`src/rtl/pipeline_pkg.sv`:
```
// Shared pipeline types for the memory stage.
// Holds the MEM FSM state and the EX/MEM and MEM/WB bundles.
package pipeline_pkg;

    localparam int XLEN      = 32;
    localparam int REG_IDX_W = 4;

    typedef enum logic [0:0] {
        IDLE = 1'b0,
        BUSY = 1'b1
    } mem_state_t;

    typedef struct packed {
        logic [XLEN-1:0]      aluOut;
        logic [XLEN-1:0]      rd3;
        logic [REG_IDX_W-1:0] Rc;
        logic                 memWrite;
        logic                 memToReg;
        logic                 regWrite;
    } ex_mem_t;

    typedef struct packed {
        logic [XLEN-1:0]      result;
        logic [REG_IDX_W-1:0] Rc;
        logic                 regWrite;
    } mem_wb_t;

endpackage

```
`src/rtl/mem_wb_reg.sv`:
```
// MEM/WB pipeline register.
// load sets valid and captures the bundle; clear drops valid only.
module mem_wb_reg
    import pipeline_pkg::*;
#(
    parameter int N = 32
) (
    input  logic                 clk,
    input  logic                 rst,
    input  logic                 load_i,
    input  logic                 clear_i,
    input  logic [N-1:0]         result_i,
    input  logic [REG_IDX_W-1:0] rc_i,
    input  logic                 regwrite_i,
    output logic                 valid_o,
    output logic [N-1:0]         result_o,
    output logic [REG_IDX_W-1:0] rc_o,
    output logic                 regwrite_o
);

    logic                 valid_q;
    logic [N-1:0]         result_q;
    logic [REG_IDX_W-1:0] rc_q;
    logic                 rw_q;

    // Load beats clear; with neither asserted everything holds.
    always_ff @(posedge clk or negedge rst) begin
        if (!rst) begin
            valid_q  <= 1'b0;
            result_q <= '0;
            rc_q     <= '0;
            rw_q     <= 1'b0;
        end else if (load_i) begin
            valid_q  <= 1'b1;
            result_q <= result_i;
            rc_q     <= rc_i;
            rw_q     <= regwrite_i;
        end else if (clear_i) begin
            valid_q  <= 1'b0;
        end
    end

    assign valid_o    = valid_q;
    assign result_o   = result_q;
    assign rc_o       = rc_q;
    assign regwrite_o = rw_q;

endmodule

```
`src/rtl/mem_stage.sv`:
```
// Memory stage: data-memory req/ack access, stall and timeout abort.
// ALU results pass straight into the MEM/WB register.
module mem_stage
    import pipeline_pkg::*;
#(
    parameter int N       = 32,
    parameter int ADDR_W  = 10,
    parameter int TIMEOUT = 15
) (
    input  logic                 clk,
    input  logic                 rst,
    input  logic                 en,
    input  logic                 flush,
    input  logic                 ex_valid,
    input  logic [N-1:0]         aluOut,
    input  logic [N-1:0]         rd3,
    input  logic [REG_IDX_W-1:0] Rc,
    input  logic                 memWrite,
    input  logic                 memToReg,
    input  logic                 regWrite,
    output logic                 dmem_req,
    output logic                 dmem_we,
    output logic [ADDR_W-1:0]    dmem_addr,
    output logic [N-1:0]         dmem_wdata,
    input  logic [N-1:0]         dmem_rdata,
    input  logic                 dmem_ack,
    output logic                 mem_stall,
    output logic                 wb_valid,
    output logic [N-1:0]         wb_result,
    output logic [REG_IDX_W-1:0] wb_Rc,
    output logic                 wb_regWrite,
    output logic                 mem_err
);

    localparam int CW = $clog2(TIMEOUT + 1);

    mem_state_t           state_q, state_d;
    logic [CW-1:0]        cnt_q, cnt_d;
    logic                 req_q, req_d;
    logic                 we_q, we_d;
    logic [ADDR_W-1:0]    addr_q, addr_d;
    logic [N-1:0]         wdata_q, wdata_d;
    logic [REG_IDX_W-1:0] rc_q, rc_d;
    logic                 rw_q, rw_d;
    logic                 ld_q, ld_d;
    logic                 err_q, err_d;

    logic                 wb_load, wb_clr;
    logic [N-1:0]         wb_res;
    logic [REG_IDX_W-1:0] wb_rc;
    logic                 wb_rw;
    logic                 wb_rw_raw;

    logic accept;
    logic is_mem;

    assign accept = (state_q == IDLE) & en & ex_valid & ~flush;
    assign is_mem = memWrite | memToReg;

    // Next-state, access latch and MEM/WB load/clear decisions.
    always_comb begin
        state_d = state_q;
        cnt_d   = cnt_q;
        req_d   = req_q;
        we_d    = we_q;
        addr_d  = addr_q;
        wdata_d = wdata_q;
        rc_d    = rc_q;
        rw_d    = rw_q;
        ld_d    = ld_q;
        err_d   = err_q;
        wb_load = 1'b0;
        wb_clr  = 1'b0;
        wb_res  = '0;
        wb_rc   = '0;
        wb_rw   = 1'b0;
        unique case (state_q)
            IDLE: begin
                if (accept && is_mem) begin
                    state_d = BUSY;
                    cnt_d   = '0;
                    req_d   = 1'b1;
                    we_d    = memWrite;
                    addr_d  = aluOut[ADDR_W-1:0];
                    wdata_d = rd3;
                    rc_d    = Rc;
                    rw_d    = regWrite;
                    ld_d    = memToReg & ~memWrite;
                    wb_clr  = 1'b1;
                end else if (accept) begin
                    wb_load = 1'b1;
                    wb_res  = aluOut;
                    wb_rc   = Rc;
                    wb_rw   = regWrite;
                end else if (en) begin
                    wb_clr  = 1'b1;
                end
            end
            BUSY: begin
                if (dmem_ack) begin
                    state_d = IDLE;
                    cnt_d   = '0;
                    req_d   = 1'b0;
                    wb_load = 1'b1;
                    wb_res  = ld_q ? dmem_rdata : N'(addr_q);
                    wb_rc   = rc_q;
                    wb_rw   = rw_q;
                end else if (cnt_q == CW'(TIMEOUT - 1)) begin
                    state_d = IDLE;
                    cnt_d   = '0;
                    req_d   = 1'b0;
                    err_d   = 1'b1;
                    wb_load = 1'b1;
                    wb_res  = '0;
                    wb_rc   = rc_q;
                    wb_rw   = 1'b0;
                end else begin
                    cnt_d   = cnt_q + 1'b1;
                    wb_clr  = 1'b1;
                end
            end
            default: begin
                state_d = IDLE;
            end
        endcase
    end

    // FSM, timeout counter and data-memory interface registers.
    always_ff @(posedge clk or negedge rst) begin
        if (!rst) begin
            state_q <= IDLE;
            cnt_q   <= '0;
            req_q   <= 1'b0;
            we_q    <= 1'b0;
            addr_q  <= '0;
            wdata_q <= '0;
            rc_q    <= '0;
            rw_q    <= 1'b0;
            ld_q    <= 1'b0;
            err_q   <= 1'b0;
        end else begin
            state_q <= state_d;
            cnt_q   <= cnt_d;
            req_q   <= req_d;
            we_q    <= we_d;
            addr_q  <= addr_d;
            wdata_q <= wdata_d;
            rc_q    <= rc_d;
            rw_q    <= rw_d;
            ld_q    <= ld_d;
            err_q   <= err_d;
        end
    end

    mem_wb_reg #(
        .N(N)
    ) u_mem_wb_reg (
        .clk        (clk),
        .rst        (rst),
        .load_i     (wb_load),
        .clear_i    (wb_clr),
        .result_i   (wb_res),
        .rc_i       (wb_rc),
        .regwrite_i (wb_rw),
        .valid_o    (wb_valid),
        .result_o   (wb_result),
        .rc_o       (wb_Rc),
        .regwrite_o (wb_rw_raw)
    );

    assign wb_regWrite = wb_rw_raw & wb_valid;
    assign mem_stall   = (state_q == BUSY);
    assign dmem_req    = req_q;
    assign dmem_we     = we_q;
    assign dmem_addr   = addr_q;
    assign dmem_wdata  = wdata_q;
    assign mem_err     = err_q;

endmodule

```
`config.mk`:
```
export PLATFORM = sky130hd
export DESIGN_NAME = mem_stage
export DESIGN_NICKNAME = d
export VERILOG_FILES = /design/src/rtl/pipeline_pkg.sv /design/src/rtl/mem_wb_reg.sv /design/src/rtl/mem_stage.sv
export SDC_FILE = /design/constraint.sdc
export NUM_CORES = 1
export LEC_CHECK = 0
export CAP_MARGIN = 10
export CORE_AREA = 2 2 101 103
export DETAILED_ROUTE_END_ITERATION = 7
export DIE_AREA = 0 0 103 105
export GPL_TIMING_DRIVEN = 0
export PLACE_DENSITY = 0.88
export SETUP_SLACK_MARGIN = 0.2
export SLEW_MARGIN = 20
export SYNTH_ARGS = -nofsm -noshare
export SYNTH_HDL_FRONTEND = slang
export SYNTH_HIERARCHICAL = 1
export SYNTH_SLANG_ARGS = --single-unit
```
`constraint.sdc`:
```
create_clock -name clk -period 4.2 [get_ports clk]
set_clock_uncertainty 0.15 [all_clocks]
set_input_delay 0.84 -clock clk [delete_from_list [all_inputs] [get_ports clk]]
set_output_delay 0.84 -clock clk [all_outputs]
set_load 0.005 [all_outputs]
```
==> results.txt <==
Cell family with most CP delay = buffers and inverters
Yosys reg bits = 94
Critical Path AT = 2.98 ns
Design Power = 2.568 mW
Post-cts resize count = 0
Initial core utilization = 45.51%
Setup TNS = 0 ns
Worst r2r path cells = 9
Vias in the first global route = 3552
Tmin final = 2.893 ns
Total of max-cap violations = 0
Buffers & Inverters on Critical Path = 4
DP Worst Slack = 0.9651 ns
Synth top area cells = dfrtp_1 (54%), mux2_4 (17%), a22o_1 (5.4%), mux2_2 (4.6%), mux2_1 (4.4%)
Nets = 603
Antenna fix cells = 0
Detailed Route Iter0 Violations = 116
Total core area = 0.009639 sq mm
Final worst path period share = 68.89%
Clock transition at path regs = 0.10 ns
Finished Layout Cells = 630
Crit-path max FO = 10
Critical R2R Launch = mem_stall$_DFF_PN0_
Netlist cell types = 37
Synth top area share = 53.62%
Area delta synth->final = 53.82%
YS warnings = 6
First drt pass iteration count = 4
Die height = 105 microns
Reg-to-reg critical path endpoint = u_mem_wb_reg/result_o[21]$_DFFE_PN0P_
Fin worst setup slack = 1.307 ns
Slew Viols, Final = 0
Status = completed
Horiz. Die Dim = 103 microns
Leak = 2.966 nW
Final HPWL DP = 8713 microns
RSZ-0062 raised after global routing = false
Grt ovf = 0
Final hold slack = 0.2205 ns
IO Pins = 193
Post-Syn Instances = 288
Htree depth = 3
Root Driver = clkbuf_8
Worst-Margin Slew = 0.7061 ns
Post-Synthesis Cell Area = 0.004387 sq mm
Setup Buffers After CTS = 0
WL/cell = 18.19 microns
Filler instances = 712
Flop-to-flop setup slack = 1.76 ns
Critical path endpoint category = register
Num rows = 36
Clock buffer count from CTS = 9
Routed WL = 11460 microns
Kind of critical path = input port to register
P per Cell Area = 380.6 mW/mm^2
DP Area = 0.006504 sq mm
Port bufs = 192
Post-synth top area cell = dfrtp_1
First-pass GRT wire length = 17730 microns
Final hold violations = 0
Min-Delay Path Class = input port to asynchronous set/reset pin
Design area = 0.006748 sq mm
Clk sinks = 94
Die area = 0.01082 sq mm
Placed cells = 614
Crit path cell chain = clkdlybuf4s50_1 > nor2_2 > and2_1 > buf_4 > or2_1 > buf_6 > buf_6 > mux2_4
Hold-fix buffers, CTS = 0
CTS Buffer Depth = 2
Syn_area_per_cell = 15.23 sq um
Drt drc = 0
Rel. slew slack = 52.92%
Multi-input gate area = 0.001833 sq mm
Skew-Pair Late Insertion Delay = 0.35 ns
TritonCTS clock tree = built
DRT antenna net count = 0
Largest net degree at the start of global routing = 59
Share of layout cells above drive strength 1 = 20.93%
Fmax = 345.6 MHz
Utilization after layout = 70.00%
Routability cong. = 0.7813
Via count = 3181
All-Layer GR Usage = 20.94%
CP peak stage delay = 0.51 ns
Register area share after synthesis = 53.62%
Post-synth net total = 399
Sequential standard cell area = 0.002352 sq mm
Via density = 5.049
Initial antenna violation count = 0
CP dominant cell by count = buf_6
CP max-delay cell = clkdlybuf4s50_1
Worst vdd ir = 0.2424 mV
Crit start category = input port
Setup violations, final = 0
Worst EP required = 4.28 ns
==> flip-flops by register name, summed over array words and instances (netlist names), 4 cells and up <==
register / count
dmem_addr: 10
cnt_q: 4
dmem_wdata: 32
u_mem_wb_reg/result_o: 32
rc_q: 4
u_mem_wb_reg/rc_o: 4
==> how the worst max path moves through the flow <==
stage                                                  to  depth (start not counted)  slack, ns     start
floorplan           u_mem_wb_reg/result_o[10]$_DFFE_PN0P_                          8       1.63     flush
global placement     u_mem_wb_reg/result_o[8]$_DFFE_PN0P_                          1      -1.30       rst
detailed placement  u_mem_wb_reg/result_o[24]$_DFFE_PN0P_                          8       0.97  memToReg
CTS                 u_mem_wb_reg/result_o[10]$_DFFE_PN0P_                          8       1.33  memToReg
global route        u_mem_wb_reg/result_o[10]$_DFFE_PN0P_                          8       1.23  memToReg
finish              u_mem_wb_reg/result_o[21]$_DFFE_PN0P_                          8       1.31  memToReg
==> area by class of cell <==
type / count / share of cell area, %
flip-flops and latches: 94 / 34.86
repair buffers: 193 / 28.91
multi-input cells: 170 / 27.16
plain buffers: 18 / 2.652
well taps: 133 / 2.466
clock buffers: 9 / 1.836
clock inverters: 7 / 1.780
inverters: 6 / 0.3338
==> cells in the final DEF (no fill, tap or decap), types with 4 or more instances in the layout <==
| cell | instances |
|---|---|
| a22o_1 | 27 |
| buf_4 | 4 |
| buf_6 | 7 |
| clkbuf_8 | 9 |
| clkdlybuf4s50_1 | 191 |
| dfrtp_1 | 94 |
| inv_1 | 5 |
| mux2_1 | 17 |
| mux2_2 | 18 |
| mux2_4 | 49 |
| mux2i_1 | 10 |
| nand2_1 | 4 |
| nand3_1 | 4 |
| o211ai_1 | 4 |
| o2bb2ai_1 | 10 |
==> synthesized netlist by cell type, drive strengths merged <==
cell type and instances:
a22o 27, o21ai 4, or4 1, nand4 1, buf 16, a32o 1
nand3b 1, inv 6, o211ai 4, a21o 2, o2bb2ai 10, a21oi 2
o21a 1, or2 1, o311ai 2, and4bb 1, nor2b 3, ha 2
nand3 4, and2 2, nor2 1, nand2 4, dfrtp 94, clkbuf 2
mux2 84, and3 2, mux2i 10
==> power breakdown <==
part	switching (mW)	internal [mW]	total, mW
Sequential	0.0941	1.05	1.14
Clock	0.323	0.400	0.723
Combinational	0.210	0.492	0.702
Total	0.627	1.94	2.57
==> routing by layer <==
layer	GRT usage, %	up-vias	wire length, microns
met5	0	-	0
li1	-	1473	-
met4	4.605	0	109
met3	7.425	13	1008
met1	24.36	1570	4474
met2	36.64	125	5868
==> logic make-up after synthesis <==
family	count (synthesis)	share of synthesized area [%]
mux	94	28.04
buf+inv	24	4.592
simple gates	21	3.023
compound gates	53	10.15
flops	94	53.62
fa+ha+maj	2	0.5704
No activity file was read; power rests on OpenSTA's default activity.
